==> src/rtl/rcservo_capture_if.sv <==
// Secondary register bus: address, strobes and write data from the primary block,
// read data returned to the top-level mux.
interface rcservo_capture_if;
  logic [4:0]  Addr;
  logic [15:0] DataWr;
  logic [15:0] DataRd;
  logic        En;
  logic        Rd;
  logic        Wr;

  modport master (
    output Addr,
    output DataWr,
    output En,
    output Rd,
    output Wr,
    input  DataRd
  );

  modport slave (
    input  Addr,
    input  DataWr,
    input  En,
    input  Rd,
    input  Wr,
    output DataRd
  );
endinterface

==> src/rtl/rcservo_capture.sv <==
// Multi-channel RC pulse-width decoder: measures each channel's high time in prescaled ticks,
// validates it against MIN_W..MAX_W and reports new-sample and signal-loss flags.
module rcservo_capture #(
  parameter int unsigned N          = 8,
  parameter int unsigned DIV        = 16,
  parameter int unsigned MIN_W      = 500,
  parameter int unsigned MAX_W      = 2500,
  parameter int unsigned LOST_TICKS = 50000
) (
  input  logic             Clk,
  input  logic             ResetN,
  input  logic [N-1:0]     P,
  rcservo_capture_if.slave bus
);

  localparam int unsigned DivW     = (DIV > 1) ? $clog2(DIV) : 1;
  localparam logic [4:0]  AddrNew  = 5'd16;
  localparam logic [4:0]  AddrLost = 5'd17;
  localparam logic [4:0]  AddrCtrl = 5'd24;
  localparam logic [15:0] SatCnt   = 16'hFFFF;
  localparam logic [15:0] MinCnt   = 16'(MIN_W);
  localparam logic [15:0] MaxCnt   = 16'(MAX_W);
  localparam logic [15:0] LostCnt  = 16'(LOST_TICKS);

  // Prescaler
  logic [DivW-1:0] div_q;
  logic            tick;

  assign tick = (div_q == DivW'(DIV - 1));

  // Input synchronizers and edge detection
  logic [N-1:0] sync1_q, sync2_q, prev_q;
  logic [N-1:0] rise, fall;

  assign rise = sync2_q & ~prev_q;
  assign fall = ~sync2_q & prev_q;

  // Control and per-channel state
  logic         enable_q, enable_d;
  logic [N-1:0] armed_q, armed_d;
  logic [N-1:0] new_q, new_d;
  logic [N-1:0] lost_q, lost_d;
  logic [15:0]  high_q [N];
  logic [15:0]  high_d [N];
  logic [15:0]  idle_q [N];
  logic [15:0]  idle_d [N];
  logic [15:0]  width_q [N];
  logic [15:0]  width_d [N];
  logic [N-1:0] capture;
  logic [N-1:0] lost_hit;
  logic [N-1:0] clear_new;

  logic wr_ctrl, wr_new;
  logic unused_datawr;

  assign wr_ctrl       = bus.En & bus.Wr & (bus.Addr == AddrCtrl);
  assign wr_new        = bus.En & bus.Wr & (bus.Addr == AddrNew);
  assign enable_d      = wr_ctrl ? bus.DataWr[0] : enable_q;
  assign unused_datawr = ^bus.DataWr;

  always_comb begin
    clear_new = '0;
    for (int unsigned ch = 0; ch < N; ch++) begin
      clear_new[ch] = (bus.En & bus.Rd & (bus.Addr == 5'(ch))) | (wr_new & bus.DataWr[ch]);
    end
  end

  always_comb begin
    armed_d  = armed_q;
    new_d    = new_q;
    lost_d   = lost_q;
    capture  = '0;
    lost_hit = '0;
    for (int unsigned ch = 0; ch < N; ch++) begin
      high_d[ch]  = high_q[ch];
      idle_d[ch]  = idle_q[ch];
      width_d[ch] = width_q[ch];

      if (!enable_q) begin
        high_d[ch]  = '0;
        idle_d[ch]  = '0;
        armed_d[ch] = 1'b0;
      end else begin
        // A pulse is only measured once its rising edge has been seen while enabled.
        if (rise[ch]) begin
          armed_d[ch] = 1'b1;
          high_d[ch]  = {15'd0, tick};
        end else if (armed_q[ch] && sync2_q[ch] && tick && (high_q[ch] != SatCnt)) begin
          high_d[ch] = high_q[ch] + 16'd1;
        end

        if (fall[ch]) begin
          armed_d[ch] = 1'b0;
          capture[ch] = armed_q[ch] && (high_q[ch] >= MinCnt) && (high_q[ch] <= MaxCnt);
        end

        if (capture[ch]) begin
          idle_d[ch] = '0;
        end else if (tick && (idle_q[ch] != LostCnt)) begin
          idle_d[ch]   = idle_q[ch] + 16'd1;
          lost_hit[ch] = (idle_q[ch] == (LostCnt - 16'd1));
        end
      end

      // Capture takes priority over any same-cycle read or write-1-to-clear.
      if (capture[ch]) begin
        width_d[ch] = high_q[ch];
        new_d[ch]   = 1'b1;
        lost_d[ch]  = 1'b0;
      end else if (lost_hit[ch]) begin
        width_d[ch] = '0;
        new_d[ch]   = 1'b0;
        lost_d[ch]  = 1'b1;
      end else if (clear_new[ch]) begin
        new_d[ch] = 1'b0;
      end
    end
  end

  always_ff @(posedge Clk or negedge ResetN) begin
    if (!ResetN) begin
      div_q    <= '0;
      sync1_q  <= '0;
      sync2_q  <= '0;
      prev_q   <= '0;
      enable_q <= 1'b1;
      armed_q  <= '0;
      new_q    <= '0;
      lost_q   <= '1;
      for (int unsigned ch = 0; ch < N; ch++) begin
        high_q[ch]  <= '0;
        idle_q[ch]  <= '0;
        width_q[ch] <= '0;
      end
    end else begin
      div_q    <= tick ? '0 : div_q + DivW'(1);
      sync1_q  <= P;
      sync2_q  <= sync1_q;
      prev_q   <= sync2_q;
      enable_q <= enable_d;
      armed_q  <= armed_d;
      new_q    <= new_d;
      lost_q   <= lost_d;
      for (int unsigned ch = 0; ch < N; ch++) begin
        high_q[ch]  <= high_d[ch];
        idle_q[ch]  <= idle_d[ch];
        width_q[ch] <= width_d[ch];
      end
    end
  end

  always_comb begin
    bus.DataRd = '0;
    case (bus.Addr)
      AddrNew:  bus.DataRd = 16'(new_q);
      AddrLost: bus.DataRd = 16'(lost_q);
      AddrCtrl: bus.DataRd = {15'd0, enable_q};
      default: begin
        for (int unsigned ch = 0; ch < N; ch++) begin
          if (bus.Addr == 5'(ch)) bus.DataRd = width_q[ch];
        end
      end
    endcase
  end

endmodule

==> src/flat_wrapper.sv <==
// flat-port wrapper written by rule: the top's interface ports become plain ports
module rcservo_capture_flat 
#(
  parameter int unsigned N          = 8,
  parameter int unsigned DIV        = 16,
  parameter int unsigned MIN_W      = 500,
  parameter int unsigned MAX_W      = 2500,
  parameter int unsigned LOST_TICKS = 50000
)
  (Clk, ResetN, P, bus_Addr, bus_DataWr, bus_En, bus_Rd, bus_Wr, bus_DataRd);
  rcservo_capture_if bus_i ();
  input  logic Clk;
  input  logic ResetN;
  input  logic [N-1:0] P;
  input wire logic [$bits(bus_i.Addr)-1:0] bus_Addr;
  input wire logic [$bits(bus_i.DataWr)-1:0] bus_DataWr;
  input wire logic [$bits(bus_i.En)-1:0] bus_En;
  input wire logic [$bits(bus_i.Rd)-1:0] bus_Rd;
  input wire logic [$bits(bus_i.Wr)-1:0] bus_Wr;
  output wire logic [$bits(bus_i.DataRd)-1:0] bus_DataRd;
  assign bus_i.Addr = bus_Addr;
  assign bus_i.DataWr = bus_DataWr;
  assign bus_i.En = bus_En;
  assign bus_i.Rd = bus_Rd;
  assign bus_i.Wr = bus_Wr;
  assign bus_DataRd = bus_i.DataRd;
  rcservo_capture #(.N(N), .DIV(DIV), .MIN_W(MIN_W), .MAX_W(MAX_W), .LOST_TICKS(LOST_TICKS)) u_core (.Clk(Clk), .ResetN(ResetN), .P(P), .bus(bus_i));
endmodule
==> config.mk <==
export PLATFORM = sky130hd
export DESIGN_NAME = rcservo_capture_flat
export DESIGN_NICKNAME = d
export VERILOG_FILES = /design/src/rtl/rcservo_capture_if.sv /design/src/rtl/rcservo_capture.sv /design/src/flat_wrapper.sv
export SDC_FILE = /design/constraint.sdc
export NUM_CORES = 1
export LEC_CHECK = 0
export BUFFER_PORTS_ARGS = -buffer_cell sky130_fd_sc_hd__buf_2
export CAP_MARGIN = 20
export CORE_MARGIN = 10
export CORE_UTILIZATION = 50
export DETAILED_ROUTE_END_ITERATION = 10
export PLACE_DENSITY = 0.72
export SYNTH_ARGS = -nofsm -noshare
export SYNTH_HDL_FRONTEND = slang
export SYNTH_SLANG_ARGS = --single-unit
==> constraint.sdc <==
create_clock -name Clk -period 2.8 [get_ports Clk]
set_input_delay 0.28 -clock Clk [delete_from_list [all_inputs] [get_ports Clk]]
set_output_delay 0.28 -clock Clk [all_outputs]
set_load 0.01 [all_outputs]
# --- Yosys cells after proc, flatten, opt, wreduce, memory -nomap -nowiden ---
# Cells that the tools add are included.
totals:
  latch_bits: 0
  input_bits: 34
  romBits: 0
  ramBits: 0
  output_inout_bits: 16
  ff_bits: 437
  n_memories: 0
classes:
  n_reduce_logical: 65
  n_addsub: 17
  muxes: 186
  n_eq_ne: 59
  n_bitwise: 32
  n_mul: 0
  div: 0
  n_lt_le_gt_ge: 16
  shifts: 0
op_table:
  columns: ["cell", "n"]
  rows:
  - ["16-bit 2-to-1 mux", 72]
  - ["16-bit by 1-bit adder with 16-bit output (second input constant)", 16]
  - ["16-bit inequality test (second input constant)", 16]
  - ["16-bit equality test (second input constant)", 8]
  - ["16-bit by 9-bit greater-or-equal comparator with 1-bit output (second input constant)", 8]
  - ["16-bit by 12-bit less-or-equal comparator with 1-bit output (second input constant)", 8]
  - ["1-bit 2-to-1 mux", 112]
  - ["1-bit logical AND", 48]
  - ["16-bit one-hot mux with 3 select lines", 1]
  - ["3-bit by 1-bit inequality test with 1-bit output (second input constant)", 8]
  - ["3-bit by 2-bit inequality test with 1-bit output (second input constant)", 8]
  - ["3-bit inequality test (second input constant)", 8]
  - ["3-bit nonzero test", 8]
  - ["1-bit AND", 20]
  - ["5-bit by 3-bit equality test with 1-bit output (second input constant)", 4]
  - ["8-bit AND", 2]
  - ["8-bit NOT", 2]
  - ["2-bit nonzero test", 8]
  - ["5-bit equality test (second input constant)", 3]
  - ["5-bit by 2-bit equality test with 1-bit output (second input constant)", 2]
  - ["1-bit bitwise OR", 8]
  - ["5-bit by 1-bit equality test with 1-bit output (second input constant)", 1]
  - ["5-bit zero test", 1]
  - ["4-bit by 1-bit adder with 4-bit output (second input constant)", 1]
  - ["2 further kinds", 2]

# --- Logic depth before layout (Yosys ltp) ---
# Gate-level depths: netlist of the first run.
depth:
  ltp_word: 10
  depth_mapped: 9
  mapped_depth_nobuf: 7

# --- Worst setup path after synthesis of the first run ---
# Ideal clock, no wire load.
synth_timing:
  path_kind: "reg2reg"
  from: "reg u_core.div_q[0]"
  to: "reg u_core.new_q[2]"
  n_path_buf: 3
  path_stages_with_launch: 9
  synth_period_minus_slack_ps: 2120
  slack_ps: 680
  t_arrival_ps: 2001
  cell_sequence: "dfrtp_1 > ha_1 > and3_1 > buf_4 > nand4_2 > or4_1 > buf_2 > buf_6 > a21o_1"
synth_between:
  elab_chain_cells: 7
synth_lines:
  columns: ["element", "line_no", "rtl"]
  rows:
  - ["start: declaration", "rcservo_capture.sv:26", "logic [DivW-1:0] div_q;"]
  - ["start signal: assignment", "rcservo_capture.sv:136", "div_q <= tick ? '0 : div_q + DivW'(1);"]
  - ["4-bit equality test (*)", "rcservo_capture.sv:29", "assign tick = (div_q == DivW'(DIV - 1));"]
  - ["1-bit logical AND (*)", "rcservo_capture.sv:99", "end else if (tick && (idle_q[ch] != LostCnt)) begin"]
  - ["1-bit 2-to-1 mux (*)", "rcservo_capture.sv:99", null]
  - ["1-bit 2-to-1 mux (*)", "rcservo_capture.sv:97", "if (capture[ch]) begin"]
  - ["1-bit 2-to-1 mux (*)", "rcservo_capture.sv:79", "if (!enable_q) begin"]
  - ["1-bit 2-to-1 mux", "rcservo_capture.sv:110", "end else if (lost_hit[ch]) begin"]
  - ["1-bit 2-to-1 mux", "rcservo_capture.sv:106", "if (capture[ch]) begin"]
  - ["end signal: assignment", "rcservo_capture.sv:142", "new_q <= new_d;"]
  - ["end: declaration", "rcservo_capture.sv:41", "logic [N-1:0] new_q, new_d;"]
# Mark *: on every way between the ends. The rest lies on a longest branch, timed or not.
# A chain may end at the register's enable or synchronous reset.

# --- Worst setup path after layout of the first run ---
layout_timing:
  from: "reg u_core.div_q[0]"
  to: "reg u_core.high_q[82] (netlist bit)"
layout_between:
  elab_chain_cells: 4
layout_lines:
  columns: ["element", "line_no", "rtl"]
  rows:
  - ["4-bit equality test", "rcservo_capture.sv:29", null]
  - ["1-bit logical AND (2 in a row)", "rcservo_capture.sv:88", "end else if (armed_q[ch] && sync2_q[ch] && tick && (high_q[ch] != SatCnt)) begin"]
  - ["3-bit by 2-bit inequality test with 1-bit output (no line)", null, null]
  - ["end signal: indexed assignment", "rcservo_capture.sv:145", "high_q[ch] <= high_d[ch];"]
  - ["end: declaration", "rcservo_capture.sv:43", "logic [15:0] high_q [N];"]
# No other way between the ends.

==> results.yml, run 1 <==
sta:
  clock.fmax_mhz: 377
  clock_skew_ns: 0.0275
  slew_headroom: 0.393
  tightest_slew_ns: 0.910
  finalHoldViolations: 0
  period_share: 0.948
  drv_slew: 0
  setup_viol: 0
  layout_setup_ws_ns: 0.145
  hold_ws_ns: 0.0370
  fin_crit_ns: 2.66
global_routing:
  use_met1: 0.273
  grt_use_met2: 0.333
  grt-busiest-layer: "met2"
  grtUsageMet3: 0.0419
  overflow: 0
  gr-usage-all-layers: 0.206
  grt_max_degree: 82
  grt_pass1_wl_mm: 92.3
  grt_pass1_vias: 17640
  grt_antenna_before_repair: 3
floorplanning:
  rows: 77
  start_util: 0.509
  num_io_pins: 50
  core_um2: 44400
  die_w_um: 233
  die_y_um: 233
  die_area_um2: 54100
power_and_ir_drop:
  leakage_nw: 10.2
  power_density_nw_per_um2: 540
  ir_worst_vdd_mv: 0.495
  power.total_w: 0.0136
worst_setup_path:
  critical_path_arrival_ns: 3.14
  endpoint: "u_core.high_q[82]"
  cp_max_fo: 15
  cp.required_ns: 3.28
  timing.rr.start: "u_core.div_q[0]"
  worstSetupPathType: "flop to flop"
  r2r_end: "u_core.high_q[82]"
  worst_setup_path_end_kind: "flop"
  r2r_cells: 7
  startpoint: "u_core.div_q[0]"
  crit_path_start_kind: "flop"
  r2r_setup_slack_ns: 0.14
placed_design:
  gp_congestion: 0.914
  io_buffers: 41
  hpwl_mm: 38.5
  dpl_worst_slack_ns: -0.0142
status:
  status: "completed"
synth:
  yosys.area_share.adder: 0.0183
  synth_area_um2: 22600
  synth_flop_cell: "dfrtp_1"
  synth_edf_count: 0
  synth_xor_area_frac: 0.0752
  syn_inst: 2350
  synth_cell_type_count: 85
  async_flop_share: 1.00
  yosys_warnings: 0
  syn_nets: 2417
  synth-seq-cells: 437
  muxShareOfSynthArea: 0.0294
  ys_seq_area_frac: 0.484
  synth_top_family_by_area: "simple AND/OR/NAND/NOR gates"
  synthSimpleGateAreaFrac: 0.239
  avgSynthCellArea_um2: 9.62
  synth-compound-area-share: 0.115
clocking:
  cts.sinks: 437
  cts-root-buf: "clkbuf_16"
  cts_made_buffers: 48
  cts_buffer_depth: 3
  insertion_delay_ns: 0.60
  cts_tree: "built"
  clk_pin_slew_ns: 0.06
  htree_levels: 2
routing:
  via_per_inst: 6.01
  ant_nets: 0
  route.detailed.drc: 0
  initialDrtViolationCount: 1946
  firstDrtPassIters: 5
  wl_per_cell_um: 18.6
  routed_wl_mm: 55.9
  vias: 18045
cells_and_area:
  fin_nets: 2439
  fillCellCount: 3746
  drive_gt1_frac: 0.106
  area_growth_pct: 11.4
  antenna_cells: 0
min_path:
  hold_class: "input pin to flop"
job:
  cap_violations: 0
==> through the flow <==
stage | instance area, um2 | setup TNS (ns) | util | instances
floorplan | 22600 | 0 | - | 2350
global placement | 23400 | 0 | 0.528 | 2904
detailed placement | 23400 | -0.0142 | 0.528 | 2904
CTS | 25200 | 0 | 0.567 | 3002
global route | 25200 | -0.00229 | 0.567 | 3002
finish | 25200 | 0 | 0.567 | 3002
==> cells in the final DEF, fill, tap and decap left out, drive strengths merged, types with 10 or more instances in the layout <==
cell type,Yosys,routed
a2111oi,10,10
nand4,78,78
xnor2,107,107
ha,33,33
and3,37,37
or3,20,20
and4,15,15
o21ai,114,114
nor3,72,72
a21oi,80,80
buf,46,89
o2111ai,12,12
mux2,15,15
inv,80,80
clkinv,0,16
a211oi,11,11
nor4bb,10,10
nor4,45,45
xor2,87,87
a22o,49,49
dfrtp,428,428
nand3,148,148
a31oi,10,10
dlygate4sd3,0,10
o22ai,15,15
clkbuf,81,62
and2,36,36
or4,16,16
mux4,14,14
nor2,287,287
a311oi,10,10
nand2b,31,31
nand2,193,193
mux2i,18,18
==> where the power goes <==
group	internal, W	leakage [nW]	switching [W]
sequential	0.00636	6.01	0.0000411
clock	0.00391	0.800	0.00268
combinational	0.000149	3.36	0.000466
total	0.0104	10.2	0.00319
==> Yosys cell counts (all sizes together) (7+ instances only) <==
library cell	count	area, um2
and4b	9	90.1
clkbuf	81	305
o2111ai	12	105
o21ai	114	586
or3	20	125
a22o	49	429
nand3	148	751
dfstp	9	236
o22ai	15	93.8
and2	36	225
inv	80	300
a311oi	10	87.6
and4	15	131
mux4	14	315
buf	46	256
a2111oi	10	144
nand4	78	500
a211oi	11	82.6
nor2b	9	63.8
xor2	87	762
nand2b	31	194
nor4	45	328
nor3b	9	72.6
o31ai	9	72.6
nor2	287	1080
a21oi	80	404
a31oi	10	62.6
and3	37	231
nor4bb	10	100
nand2	193	724
ha	33	413
nor4b	8	82.6
a22oi	7	52.6
or4	16	120
dfrtp	428	10700
nor3	72	380
or2	9	56.3
xnor2	107	937
mux2	15	169
mux2i	18	180
==> state kept, by name (all words and copies together) (netlist names) <==
signal / flops
u_core.high_q: 128
u_core.idle_q: 128
u_core.width_q: 128
u_core.armed_q: 8
u_core.lost_q: 8
u_core.new_q: 8
u_core.prev_q: 8
u_core.sync1_q: 8
u_core.sync2_q: 8
u_core.div_q: 4
u_core.enable_q: 1
==> metal layers <==
metal	vias to the layer above	part of all wire	routed length (um)
met2	574	0.48	26600
li1	8402	-	-
met3	117	0.062	3470
met5	-	0.00063	35
met1	8946	0.43	24200
met4	6	0.029	1600
==> timing repair <==
action	in CTS	in global routing
endpoints found under the hold margin	54	0
endpoints found under the setup margin	1	1
gates resized for setup	1	1
buffers inserted	0	0
hold buffers	10	0
==> worst max-delay path: stages, from the launching register on <==
cell	delay, ns
dfrtp_1	0.39
ha_1	0.32
and3_4	0.40
buf_4	0.25
nand3_1	0.37
a21oi_1	0.47
a21oi_1	0.12
a31o_2	0.23
==> cells by family (layout without fill, tap and decap cells) <==
group | Yosys count | after routing
buf+inv | 207 | 267
xor+xnor | 194 | 194
mux | 47 | 47
simple gates | 1050 | 1050
flops | 437 | 437
compound gates | 382 | 382
fa+ha+maj | 33 | 33
==> worst min path at each step <==
| stage | from | endpoint | slack (ns) | cells after the start |
|---|---|---|---|---|
| finish | bus_DataWr[1] | u_core.new_q[1] | 0.04 | 4 |
| global route | bus_DataWr[5] | u_core.new_q[5] | 0.04 | 3 |
| CTS | bus_DataWr[1] | u_core.new_q[1] | 0.01 | 4 |
| detailed placement | ResetN | u_core.high_q[17] | 0.26 | 1 |
| global placement | ResetN | u_core.armed_q[6] | 0.25 | 1 |
| floorplan | ResetN | u_core.armed_q[0] | -0.02 | 0 |
==> cell type report <==
cell class                      instances  area [um2]  share of cell area
Clock buffer                           62        1330              0.0527
Clock inverter                         26         313              0.0124
Inverter                               80         300              0.0119
Multi-Input combinational cell       1706       10800               0.429
Sequential cell                       437       10900               0.435
Tap cell                              592         741              0.0294
Timing Repair Buffer                   99         751              0.0298
(Power assumes the default switching activity.)
==> run 2: changes to the inputs <==
==> constraint.sdc (replaced) <==
create_clock -name Clk -period 3.2 [get_ports Clk]
set_input_delay 0.32 -clock Clk [delete_from_list [all_inputs] [get_ports Clk]]
set_output_delay 0.32 -clock Clk [all_outputs]
set_load 0.01 [all_outputs]
==> run 2 against run 1 <==
  * Clock-buffer cell count up 7
  * Wire length down 0.86%
  * Hold slack better by 0.015 ns
  * Setup slack better by 0.23 ns
  * Register-to-register slack better by 0.23 ns
  * Clock skew down 0.0013 ns
  * Power down 15%
==> results.yml, run 2 (synthesized netlist as in run 1, its figures left out) <==
power_and_ir_drop:
  power_density_nw_per_um2: 464
  pwr-share-clk: 0.472
  power.internal_w: 0.00888
  sw_frac_of_total: 0.235
  ir_worst_vdd_mv: 0.441
  combPwrFrac: 0.046
  seq_power_share: 0.482
  p_sw_w: 0.00273
  leakage_nw: 10.1
job:
  cap_violations: 0
sta:
  clock_skew_ns: 0.0262
  clock.fmax_mhz: 354
  setup_viol: 0
  rsz0062_at_grt: "no"
  fin_crit_ns: 2.82
  drv_slew: 0
  slew_headroom: 0.297
  tightest_slew_ns: 1.05
  finalHoldViolations: 0
  tns_ns: 0
  period_share: 0.882
min_path:
  hold_class: "input pin to flop"
worst_setup_path:
  crit_slowest_cell: "or4_1"
  crit_chain: "ha_1 -> nand3_2 -> or2_1 -> or4_1 -> and2_1 -> a22o_1"
  cp_max_fo: 17
  crit_path_start_kind: "flop"
  worstSetupPathType: "flop to flop"
  worst_setup_path_end_kind: "flop"
  critical_path_arrival_ns: 3.30
  max_stage_delay_ns: 0.81
  cp.required_ns: 3.68
cells_and_area:
  largestRegisters: "u_core.high_q: 128 flops, u_core.idle_q: 128 flops, u_core.width_q: 128 flops"
  layout_commonest_cell: "dfrtp_1"
  final_cell_mix: "dfrtp_1 (428), nor2_1 (287), nand2_1 (193)"
  fin_nets: 2429
  drive_gt1_frac: 0.100
  area_growth_pct: 10.7
  final_util: 0.563
  fillCellCount: 3823
routing:
  ant_nets: 0
  wl_per_cell_um: 18.5
  initialDrtViolationCount: 1616
  firstDrtPassIters: 6
  route.detailed.drc: 0
  via_per_inst: 6.00
  vias: 17961
  routed_wl_mm: 55.4
clocking:
  htree_levels: 2
  cts_made_buffers: 48
  clk_pin_slew_ns: 0.06
  cts-root-buf: "clkbuf_16"
  insertion_delay_ns: 0.59
  cts_buffer_depth: 3
  cts.sinks: 437
  cts_tree: "built"
status:
  status: "completed"
floorplanning:
  die_w_um: 233
  start_util: 0.509
  core_um2: 44400
  die_y_um: 233
  num_io_pins: 50
  rows: 77
  die_area_um2: 54100
global_routing:
  gr-usage-all-layers: 0.204
  grt_pass1_wl_mm: 91.5
  grt_max_degree: 98
  overflow: 0
  grt_pass1_vias: 17615
  grt_antenna_before_repair: 2
placed_design:
  io_buffers: 41
  hpwl_mm: 38.1
  gp_congestion: 0.933
==> run 2: changes by cell type in the layout (fill, tap and decap cells not counted), moves of 2 or more <==
| cell | previous run | this run |
|---|---|---|
| buf_12 | 6 | 8 |
| buf_4 | 42 | 30 |
| bufinv_16 | 6 | 3 |
| clkbuf_1 | 9 | 13 |
| clkbuf_16 | 50 | 48 |
| clkbuf_8 | 3 | 8 |
| clkinv_2 | 12 | 9 |
| clkinv_4 | 3 | 0 |
| diode_2 | 0 | 2 |
==> run 2: power groups by stage <==
stage	clock, W	combinational (W)	sequential, W
3_5_place_dp	0	0.000528	0.00570
4_1_cts	0.00558	0.000539	0.00560
2_1_floorplan	0	0.000265	0.00569
5_1_grt	0.00581	0.000593	0.00560
3_3_place_gp	0	0.000517	0.00570
6_report	0.00548	0.000534	0.00560
==> run 2: timing repair <==
item                       4_1_cts  5_1_grt
hold endpoints to repair        96        0
hold buffers                     9        0
setup buffers                    0        0
setup endpoints to repair        0        0
resized for setup                0        0
==> run 2: layer usage <==
metal  share of wire  GRT usage  routed length, um  up-vias
met5               0          0                  0        -
met4           0.033     0.0757               1800        0
met3           0.056     0.0303               3110      123
met2            0.47      0.329              25900      517
met1            0.44      0.274              24600     8925
li1                -          -                  -     8396
==> run 2: layout make-up <==
type | instances | area (um2) | share of cell area
sequential | 437 | 10900 | 0.437
multi-input combinational | 1706 | 10800 | 0.431
clock buffer | 69 | 1360 | 0.0544
tap | 592 | 741 | 0.0296
timing repair buffer | 89 | 696 | 0.0278
inverter | 80 | 300 | 0.0120
clock inverter | 17 | 183 | 0.00730
antenna | 2 | 5.00 | 0.000200
==> run 2: critical path: cells and delay by family (launching register included) <==
family	cells	cell delay, ns
AO/OA/AOI/OAI	1	0.23
AND/OR/NAND/NOR	4	1.80
adder cells (fa/ha/maj)	1	0.31
flip-flops	1	0.39
==> run 2: path summary, 6_finish.rpt <==
kind	from	to	slack [ns]	cells after the start
setup / recovery	u_core.div_q[0]	u_core.width_q[106]	0.38	6
hold / removal	bus_DataWr[0]	u_core.enable_q	0.05	2
setup reg to reg	u_core.div_q[0]	u_core.width_q[106]	0.38	6
hold reg to reg	u_core.sync1_q[1]	u_core.sync2_q[1]	0.35	0
max in group asynchronous	ResetN	u_core.idle_q[75]	1.90	3
min in group asynchronous	ResetN	u_core.sync2_q[6]	0.38	2
==> run 2: metrics by stage <==
| stage | power, W | worst slack (ns) | instances | hold WS [ns] | instance area [um2] |
|---|---|---|---|---|---|
| 2_1_floorplan | 0.00595 | 1.05 | 2350 | 0.0244 | 22600 |
| 3_3_place_gp | 0.00621 | 0.411 | 2893 | 0.333 | 23400 |
| 3_5_place_dp | 0.00623 | 0.354 | 2893 | 0.335 | 23400 |
| 4_1_cts | 0.0117 | 0.350 | 2988 | 0.0301 | 25000 |
| 5_1_grt | 0.0120 | 0.219 | 2990 | 0.0541 | 25000 |
| 6_report | 0.0116 | 0.376 | 2992 | 0.0520 | 25000 |
